===== src/rtl/tetris_input_arbiter_pkg.sv =====
// ---------------------------------------------------------------------------
// enum_type : shared types for the tetris game core and its input arbiter.
//
//   state_type  - game core state; the same encoding is used for the command
//                 stream (NONE / LEFT / ... / BAR) that drives the core.
//   BTN_*       - bit positions inside the 7-bit debounced button vector.
//   PRIO_ORDER  - button command priority, highest first. DOWN also carries
//                 the gravity request; BAR ranks below every button.
//   REP_BTN     - buttons that auto-repeat when TETRIS_AUTO_REPEAT_EN is set.
//   btn_cmd()   - maps a button index to its command value.
//   imax()      - integer max, used for elaboration-time widths.
// ---------------------------------------------------------------------------
package enum_type;

    typedef enum logic [4:0] {
        NONE,
        LEFT,
        RIGHT,
        ROTATE,
        ROTATE_REV,
        DOWN,
        DROP,
        HOLD,
        BAR,
        INIT,
        GEN,
        WAIT,
        CHECK_MOVE,
        CHECK_ROT,
        CHECK_LINE,
        CLEAR,
        BPLACE,
        END
    } state_type;

    localparam int NUM_BTN        = 7;
    localparam int BTN_LEFT       = 0;
    localparam int BTN_RIGHT      = 1;
    localparam int BTN_ROTATE     = 2;
    localparam int BTN_ROTATE_REV = 3;
    localparam int BTN_DOWN       = 4;
    localparam int BTN_DROP       = 5;
    localparam int BTN_HOLD       = 6;

    localparam int PRIO_ORDER [NUM_BTN] = '{
        BTN_HOLD, BTN_ROTATE, BTN_ROTATE_REV, BTN_LEFT,
        BTN_RIGHT, BTN_DROP, BTN_DOWN
    };

    localparam int NUM_REP = 3;
    localparam int REP_BTN [NUM_REP] = '{BTN_LEFT, BTN_RIGHT, BTN_DOWN};

    function automatic state_type btn_cmd(input int idx);
        state_type cmd;
        case (idx)
            BTN_LEFT:       cmd = LEFT;
            BTN_RIGHT:      cmd = RIGHT;
            BTN_ROTATE:     cmd = ROTATE;
            BTN_ROTATE_REV: cmd = ROTATE_REV;
            BTN_DOWN:       cmd = DOWN;
            BTN_DROP:       cmd = DROP;
            BTN_HOLD:       cmd = HOLD;
            default:        cmd = NONE;
        endcase
        return cmd;
    endfunction

    function automatic int imax(input int a, input int b);
        return (a > b) ? a : b;
    endfunction

endpackage


===== src/rtl/tetris_input_arbiter_ms_tick.sv =====
// ---------------------------------------------------------------------------
// ms_tick : free-running millisecond strobe.
//
//   clk    in   system clock
//   reset  in   asynchronous active-high reset
//   tick   out  one-cycle pulse every CLK_HZ/1000 clocks
//
// With CLK_HZ=1000 the divider is 1 and tick is high on every cycle after
// the first clock following reset.
// ---------------------------------------------------------------------------
module ms_tick #(
    parameter int CLK_HZ = 100_000_000
) (
    input  logic clk,
    input  logic reset,
    output logic tick
);

    localparam int DIV = (CLK_HZ / 1000 < 1) ? 1 : CLK_HZ / 1000;
    localparam int CW  = (DIV > 1) ? $clog2(DIV) : 1;

    logic [CW-1:0] cnt_q, cnt_d;
    logic          tick_q, tick_d;
    logic          wrap;

    always_comb begin
        wrap   = (cnt_q == CW'(DIV - 1));
        cnt_d  = wrap ? '0 : cnt_q + 1'b1;
        tick_d = wrap;
    end

    always_ff @(posedge clk or posedge reset) begin
        if (reset) begin
            cnt_q  <= '0;
            tick_q <= 1'b0;
        end else begin
            cnt_q  <= cnt_d;
            tick_q <= tick_d;
        end
    end

    assign tick = tick_q;

endmodule


===== src/rtl/tetris_input_arbiter.sv =====
// ---------------------------------------------------------------------------
// tetris_input_arbiter : merges player buttons, gravity and garbage-row
// requests into a single command per WAIT visit of the game core.
//
//   clk            in   system clock
//   reset          in   asynchronous active-high reset
//   btn[6:0]       in   debounced levels (LEFT,RIGHT,ROTATE,ROTATE_REV,
//                       DOWN,DROP,HOLD from bit 0 upwards)
//   game_state     in   game core state
//   score[15:0]    in   4-digit BCD score; thousands/hundreds set the level
//   garbage_valid  in   garbage row requested
//   garbage_hole   in   hole column 0..9, larger values clamp to 9
//   garbage_ready  out  request accepted on a cycle with valid & ready
//   ctrl           out  one-cycle command to the game core
//   bar_mask[9:0]  out  hole mask, non-zero only while ctrl == BAR
//   level[3:0]     out  gravity level
//
// Optional build macro TETRIS_AUTO_REPEAT_EN: LEFT/RIGHT/DOWN re-arm their
// pending bit after DAS_MS of holding and every ARR_MS thereafter.
// ---------------------------------------------------------------------------
module tetris_input_arbiter
    import enum_type::*;
#(
    parameter int CLK_HZ          = 100_000_000,
    parameter int GRAVITY_BASE_MS = 1000,
    parameter int GRAVITY_STEP_MS = 60,
    parameter int GRAVITY_MIN_MS  = 100,
    parameter int DAS_MS          = 170,
    parameter int ARR_MS          = 50
) (
    input  logic              clk,
    input  logic              reset,
    input  logic [6:0]        btn,
    input  state_type         game_state,
    input  logic [15:0]       score,
    input  logic              garbage_valid,
    input  logic [3:0]        garbage_hole,
    output logic              garbage_ready,
    output state_type         ctrl,
    output logic [9:0]        bar_mask,
    output logic [3:0]        level
);

    // One width for every millisecond counter in this block.
    localparam int MS_MAX = imax(imax(GRAVITY_BASE_MS, GRAVITY_MIN_MS), DAS_MS + ARR_MS);
    localparam int MS_W   = $clog2(MS_MAX + 1);

    logic tick;

    ms_tick #(.CLK_HZ(CLK_HZ)) u_ms_tick (
        .clk   (clk),
        .reset (reset),
        .tick  (tick)
    );

    // Registers
    logic [6:0]      btn_prev_q, btn_prev_d;
    logic [6:0]      pend_q, pend_d;
    logic            grav_pend_q, grav_pend_d;
    logic [MS_W-1:0] grav_ms_q, grav_ms_d;
    logic            bar_pend_q, bar_pend_d;
    logic [9:0]      bar_r_q, bar_r_d;
    state_type       ctrl_q, ctrl_d;
    logic [9:0]      bar_mask_q, bar_mask_d;
    logic [3:0]      level_q, level_d;
    logic            wait_done_q, wait_done_d;

    // Combinational helpers
    logic [6:0]      rise;
    logic [6:0]      rep_ev;
    logic [6:0]      req;
    logic [6:0]      clr;
    logic            win_found;
    logic [2:0]      win_idx;
    logic            idle_st;
    logic            can_issue;
    logic            grav_clr;
    logic [MS_W-1:0] grav_base;
    logic [MS_W-1:0] grav_nxt;
    logic [MS_W-1:0] period_ms;
    int              period_i;
    logic [7:0]      lv_sum;
    logic [3:0]      hole_c;

    // Low score digits do not affect pacing.
    logic score_unused;
    assign score_unused = ^score[7:0];

    // Level from the BCD thousands/hundreds digits, saturating at 15.
    always_comb begin
        lv_sum  = 8'(score[15:12]) * 8'd10 + 8'(score[11:8]);
        level_d = (lv_sum > 8'd15) ? 4'd15 : lv_sum[3:0];
    end

    // Gravity period in signed arithmetic so a large level cannot wrap.
    always_comb begin
        period_i = GRAVITY_BASE_MS - int'(level_q) * GRAVITY_STEP_MS;
        if (period_i < GRAVITY_MIN_MS) begin
            period_i = GRAVITY_MIN_MS;
        end
        period_ms = MS_W'(period_i);
    end

`ifdef TETRIS_AUTO_REPEAT_EN
    // Per-button hold timers. Counting starts with the press; the first
    // repeat fires at DAS_MS and the counter then cycles DAS..DAS+ARR.
    logic [MS_W-1:0] rep_cnt_q [NUM_REP];
    logic [MS_W-1:0] rep_cnt_d [NUM_REP];

    always_comb begin
        logic [MS_W-1:0] rep_nxt;
        rep_ev  = '0;
        rep_nxt = '0;
        for (int k = 0; k < NUM_REP; k++) begin
            rep_cnt_d[k] = rep_cnt_q[k];
            rep_nxt      = rep_cnt_q[k] + 1'b1;
            if (!btn[REP_BTN[k]]) begin
                rep_cnt_d[k] = '0;
            end else if (tick) begin
                if (rep_nxt == MS_W'(DAS_MS)) begin
                    rep_ev[REP_BTN[k]] = 1'b1;
                    rep_cnt_d[k]       = rep_nxt;
                end else if (rep_nxt == MS_W'(DAS_MS + ARR_MS)) begin
                    rep_ev[REP_BTN[k]] = 1'b1;
                    rep_cnt_d[k]       = MS_W'(DAS_MS);
                end else begin
                    rep_cnt_d[k] = rep_nxt;
                end
            end
        end
    end

    always_ff @(posedge clk or posedge reset) begin
        if (reset) begin
            for (int k = 0; k < NUM_REP; k++) begin
                rep_cnt_q[k] <= '0;
            end
        end else begin
            for (int k = 0; k < NUM_REP; k++) begin
                rep_cnt_q[k] <= rep_cnt_d[k];
            end
        end
    end
`else
    assign rep_ev = '0;
`endif

    // Garbage handshake: a request transfers on any cycle where
    // garbage_valid and garbage_ready are both high; ready is low exactly
    // while an accepted row is still waiting to be issued as BAR, so the
    // requester must hold valid/hole stable until it sees ready.
    assign garbage_ready = !bar_pend_q;

    always_comb begin
        btn_prev_d  = btn;
        pend_d      = pend_q;
        grav_pend_d = grav_pend_q;
        grav_ms_d   = grav_ms_q;
        bar_pend_d  = bar_pend_q;
        bar_r_d     = bar_r_q;
        ctrl_d      = NONE;
        bar_mask_d  = '0;
        wait_done_d = wait_done_q;
        clr         = '0;
        req         = '0;
        win_found   = 1'b0;
        win_idx     = '0;
        grav_clr    = 1'b0;
        grav_base   = '0;
        grav_nxt    = '0;

        rise      = btn & ~btn_prev_q;
        hole_c    = (garbage_hole > 4'd9) ? 4'd9 : garbage_hole;
        idle_st   = (game_state == INIT) || (game_state == END);
        // wait_done_q limits the core to one command per WAIT entry.
        can_issue = (game_state == WAIT) && (ctrl_q == NONE) && !wait_done_q;

        if (idle_st) begin
            // Any press just nudges the core out of INIT/END. Everything
            // queued is dropped, including a garbage row accepted now.
            pend_d      = '0;
            bar_pend_d  = 1'b0;
            grav_pend_d = 1'b0;
            grav_ms_d   = '0;
            wait_done_d = 1'b0;
            if (|rise) begin
                ctrl_d = DOWN;
            end
        end else begin
            if (game_state != WAIT) begin
                wait_done_d = 1'b0;
            end

            if (garbage_valid && !bar_pend_q) begin
                bar_pend_d = 1'b1;
                bar_r_d    = 10'd1 << (4'd9 - hole_c);
            end

            if (can_issue) begin
                req           = pend_q;
                req[BTN_DOWN] = pend_q[BTN_DOWN] | grav_pend_q;
                // Walk from lowest to highest priority so the highest wins.
                for (int p = NUM_BTN - 1; p >= 0; p--) begin
                    if (req[PRIO_ORDER[p]]) begin
                        win_found = 1'b1;
                        win_idx   = 3'(PRIO_ORDER[p]);
                    end
                end
                if (win_found) begin
                    ctrl_d       = btn_cmd(int'(win_idx));
                    clr[win_idx] = 1'b1;
                    wait_done_d  = 1'b1;
                    if ((int'(win_idx) == BTN_DOWN) || (int'(win_idx) == BTN_DROP)) begin
                        grav_clr = 1'b1;
                    end
                end else if (bar_pend_q) begin
                    ctrl_d      = BAR;
                    bar_mask_d  = bar_r_q;
                    bar_pend_d  = 1'b0;
                    wait_done_d = 1'b1;
                end
            end

            // A fresh edge in the issue cycle re-arms the bit it clears.
            pend_d = (pend_q & ~clr) | rise | rep_ev;

            // The tick of the restart cycle counts as the first tick of the
            // new period, so DOWN pulses land exactly period_ms apart.
            grav_base = grav_clr ? '0 : grav_ms_q;
            grav_nxt  = grav_base + 1'b1;
            if (grav_clr) begin
                grav_pend_d = 1'b0;
            end
            if (tick) begin
                if (grav_nxt >= period_ms) begin
                    grav_ms_d   = '0;
                    grav_pend_d = 1'b1;
                end else begin
                    grav_ms_d = grav_nxt;
                end
            end else begin
                grav_ms_d = grav_base;
            end
        end
    end

    always_ff @(posedge clk or posedge reset) begin
        if (reset) begin
            btn_prev_q  <= '0;
            pend_q      <= '0;
            grav_pend_q <= 1'b0;
            grav_ms_q   <= '0;
            bar_pend_q  <= 1'b0;
            bar_r_q     <= '0;
            ctrl_q      <= NONE;
            bar_mask_q  <= '0;
            level_q     <= '0;
            wait_done_q <= 1'b0;
        end else begin
            btn_prev_q  <= btn_prev_d;
            pend_q      <= pend_d;
            grav_pend_q <= grav_pend_d;
            grav_ms_q   <= grav_ms_d;
            bar_pend_q  <= bar_pend_d;
            bar_r_q     <= bar_r_d;
            ctrl_q      <= ctrl_d;
            bar_mask_q  <= bar_mask_d;
            level_q     <= level_d;
            wait_done_q <= wait_done_d;
        end
    end

    assign ctrl     = ctrl_q;
    assign bar_mask = bar_mask_q;
    assign level    = level_q;

endmodule

===== config.mk =====
export PLATFORM = sky130hd
export DESIGN_NAME = tetris_input_arbiter
export DESIGN_NICKNAME = d
export VERILOG_FILES = /design/src/rtl/tetris_input_arbiter_pkg.sv /design/src/rtl/tetris_input_arbiter_ms_tick.sv /design/src/rtl/tetris_input_arbiter.sv
export SDC_FILE = /design/constraint.sdc
export NUM_CORES = 1
export LEC_CHECK = 0
export CELL_PAD_IN_SITES_DETAIL_PLACEMENT = 0
export CELL_PAD_IN_SITES_GLOBAL_PLACEMENT = 1
export CORE_MARGIN = 1
export CORE_UTILIZATION = 47
export CTS_BUF_LIST = sky130_fd_sc_hd__clkbuf_4 sky130_fd_sc_hd__clkbuf_8 sky130_fd_sc_hd__clkbuf_16
export DETAILED_ROUTE_END_ITERATION = 7
export PLACE_DENSITY = 0.89
export SLEW_MARGIN = 0
export SYNTH_ARGS = -nofsm -noshare
export SYNTH_HDL_FRONTEND = slang
export SYNTH_HIERARCHICAL = 1
export SYNTH_SLANG_ARGS = --single-unit

===== constraint.sdc =====
create_clock -name clk -period 13.72 [get_ports clk]
set_input_delay 3.43 -clock clk [delete_from_list [all_inputs] [get_ports clk]]
set_output_delay 3.43 -clock clk [all_outputs]
set_load 0.1 [all_outputs]

==> flow_summary.json <==
{
  "async_reset_ff_share_pct": 100,
  "syn_avg_cell_area_um2": 9.98,
  "syn_to_final_growth_pct": 17.6,
  "ant_nets": 0,
  "ios": 55,
  "tightestPinTransition_ps": 1180,
  "rr_worst_depth": 13,
  "die_w_um": 98.7,
  "gp_congestion": 0.808,
  "p_leak_nw": 2.30,
  "antenna_cells": 0,
  "clkLatencyLatePin_ps": 340,
  "relSlewSlack_pct": 21.1,
  "peakVddDrop_mv": 0.0668,
  "placementRows": 34,
  "yosys_warnings": 6,
  "drive_above_1_share_pct": 6.10,
  "multiInputGateArea_um2": 2430,
  "final_cell_mix": "73 x dfrtp_1, 45 x clkdlybuf4s50_1, 35 x nand2_1, 35 x ha_1, 34 x nor2_1",
  "numCtsBuffers": 9,
  "dp_hpwl_um": 6210,
  "post_cts_resized": 0,
  "nNetsFinal": 565,
  "setup_viol": 0,
  "grt_util_all_layers_pct": 19.0,
  "min_period_ps": 7870,
  "synth_fp_nets": 518,
  "critical_path.endpoint_type": "flip-flop",
  "stdcell_area_um2": 5170,
  "cap_viol_max_count": 0,
  "vias_per_cell": 5.42,
  "ys_types": 59,
  "status": "finished clean",
  "required_ps": 13890,
  "fin_skew_ps": 10.5,
  "worst_path_max_delay_cell": "nor3_2",
  "setup_tns_ps": 0,
  "cts_num_sinks": 73,
  "power_density_nw_per_um2": 114,
  "startpoint": "game_state[3]",
  "dieArea_um2": 9750,
  "num_vias": 3252,
  "synth-seq-area-share_pct": 41.5,
  "grt_max_degree": 56,
  "fp.dieH_um": 98.7,
  "cp_num_buf_inv": 1,
  "htree_num_levels": 3,
  "cp-start-kind": "primary input",
  "fin_crit_sh_pct": 57.4,
  "ff2ff_setup_slack_ps": 8640,
  "endpoint": "grav_ms_q[4]$_DFF_PP0_",
  "synth_edf_count": 0,
  "grt_remaining_overflow": 0,
  "core_area_um2": 8890,
  "wl_per_cell_um": 13.9,
  "cts_tree": "built",
  "grt_pass1_wl_um": 14900,
  "hold_viol": 0,
  "drc": 0,
  "grt_pass1_vias": 3318,
  "reg2reg_to": "grav_ms_q[4]$_DFF_PP0_",
  "antenna_found_initial": 0,
  "max_stage_delay_ps": 830,
  "crit_type": "in2reg",
  "dr.first_iter.drc_count": 94,
  "synth.ff_latch_count": 73,
  "synthFlopType": "dfrtp_1",
  "arrival_ps": 8040,
  "cp_max_fo": 17,
  "crit_cells": 15,
  "path_cells": "clkdlybuf4s50_1 > nor4bb_1 > nand4_1 > nor3_2 > nor2b_1 > ha_1 > and3_1 > and3_1 > xnor2_1 > nor2_1 > ha_1 > o21a_1 > o2111ai_1 > o21ai_1 > nor3_1",
  "dr.pass1.iters": 4,
  "slew_viol_final": 0,
  "hold_class": "reg2reg",
  "synth_area_um2": 4400,
  "rsz0062_at_grt": "false",
  "root_buffer": "clkbuf_8",
  "nFillCells": 780,
  "final_common_cell": "dfrtp_1",
  "place_area_um2": 4950,
  "start_util_pct": 49.5,
  "netlist_instances": 441,
  "drt_wl_total_um": 8330,
  "regArea_um2": 1830,
  "portBuffers": 45,
  "fin_ws_ps": 5850,
  "cts_hold_buf": 0,
  "fmax_mhz": 127,
  "cts_setup_buffers": 0,
  "cts_buffer_depth": 2,
  "pre_cts_ws_ps": 5430,
  "cpLargestDelayFamily": "simple AND/OR/NAND/NOR gates",
  "r2r_start": "level[0]$_DFF_PP0_",
  "clk_pin_slew_ps": 70
}
==> stage by stage <==
step	std cells	total power [W]	hold WS, ps	utilization [%]
2_1_floorplan	441	0.000374	435	-
3_3_place_gp	585	0.000408	452	55.7
3_5_place_dp	585	0.000414	458	55.7
4_1_cts	600	0.000598	476	58.2
5_1_grt	600	0.000631	496	58.2
6_report	600	0.000592	473	58.2
==> registers in the layout, summed over array words and instances, names as in the netlist <==
name	cells
btn_prev_q	7
pend_q	7
level	4
bar_pend_q	1
u_ms_tick/cnt_q	17
bar_r_q	10
wait_done_q	1
grav_pend_q	1
ctrl	4
bar_mask	10
grav_ms_q	10
u_ms_tick/tick	1
==> per-layer routing <==
metal	GRT usage (%)	part of all wire, %	vias to the layer above
met3	2.98	2.0	20
met4	8.84	2.7	0
met2	32.0	49	49
met5	0	0	-
met1	24.0	47	1544
li1	-	-	1639
==> cells in the mapped netlist, drive strengths merged, types with 3 or more instances <==
| library cell | instances | area share, % |
|---|---|---|
| nor2b | 6 | 0.85 |
| dfrtp | 73 | 42 |
| o21ai | 10 | 1.1 |
| and4 | 3 | 0.60 |
| nand4 | 10 | 1.8 |
| o311ai | 3 | 0.60 |
| clkbuf | 6 | 0.51 |
| buf | 6 | 0.85 |
| and2 | 12 | 1.7 |
| nand2 | 35 | 3.0 |
| inv | 24 | 2.0 |
| nand3 | 11 | 1.3 |
| fa | 7 | 3.2 |
| o21a | 3 | 0.51 |
| nor3 | 19 | 2.3 |
| o31ai | 11 | 1.9 |
| nor4 | 7 | 1.6 |
| o41ai | 5 | 1.0 |
| xor2 | 20 | 4.0 |
| or3 | 3 | 0.43 |
| a21oi | 19 | 2.2 |
| nor2 | 34 | 2.9 |
| a21o | 3 | 0.51 |
| nand2b | 17 | 2.4 |
| and3 | 4 | 0.57 |
| ha | 35 | 10 |
| xnor2 | 24 | 4.8 |
==> layout make-up <==
type | count | share of cell area, %
clock buffer | 10 | 2.66
clock inverter | 5 | 1.55
inverter | 24 | 1.74
multi-input combinational | 332 | 47.0
sequential | 73 | 35.3
tap | 108 | 2.61
timing repair buffer | 48 | 9.14
==> how the worst min path moves through the flow <==
| stage | cells after the start | to | startpoint |
|---|---|---|---|
| after CTS | 2 | bar_r_q[4]$_DFFE_PP0P_ | bar_r_q[4]$_DFFE_PP0P_ |
| after detailed placement | 2 | bar_r_q[0]$_DFFE_PP0P_ | bar_r_q[0]$_DFFE_PP0P_ |
| after global routing | 1 | bar_mask[2]$_DFF_PP0_ | bar_r_q[2]$_DFFE_PP0P_ |
| after global placement | 2 | bar_r_q[9]$_DFFE_PP0P_ | bar_r_q[9]$_DFFE_PP0P_ |
| after floorplan | 2 | bar_r_q[3]$_DFFE_PP0P_ | bar_r_q[3]$_DFFE_PP0P_ |
| final | 2 | bar_r_q[4]$_DFFE_PP0P_ | bar_r_q[4]$_DFFE_PP0P_ |
==> power by group <==
group	total [W]	internal [W]	switching (W)
clock	0.000181	0.000106	0.0000750
sequential	0.000232	0.000224	0.00000774
combinational	0.000179	0.0000748	0.000104
total	0.000592	0.000405	0.000187
==> kinds of logic after synthesis <==
group                    after synthesis  share of synthesized area (%)
AND/OR/NAND/NOR                      170                           21.1
AO/OA/AOI/OAI                         74                           11.7
flip-flops                            73                           41.5
XOR/XNOR                              44                           8.76
adder cells (fa/ha/maj)               42                           13.1
buffers and inverters                 36                           3.41
other                                  1                         0.0852
multiplexers                           1                          0.228
==> worst register-to-register path: cells and delay by family, from the launching register on <==
kind                     cells  cell delay (ps)
adder cells (fa/ha/maj)      4             1940
AO/OA/AOI/OAI                4             1410
buffers and inverters        1               70
flip-flops                   1              510
AND/OR/NAND/NOR              4             1060
No activity file was read; power rests on OpenSTA's default activity.
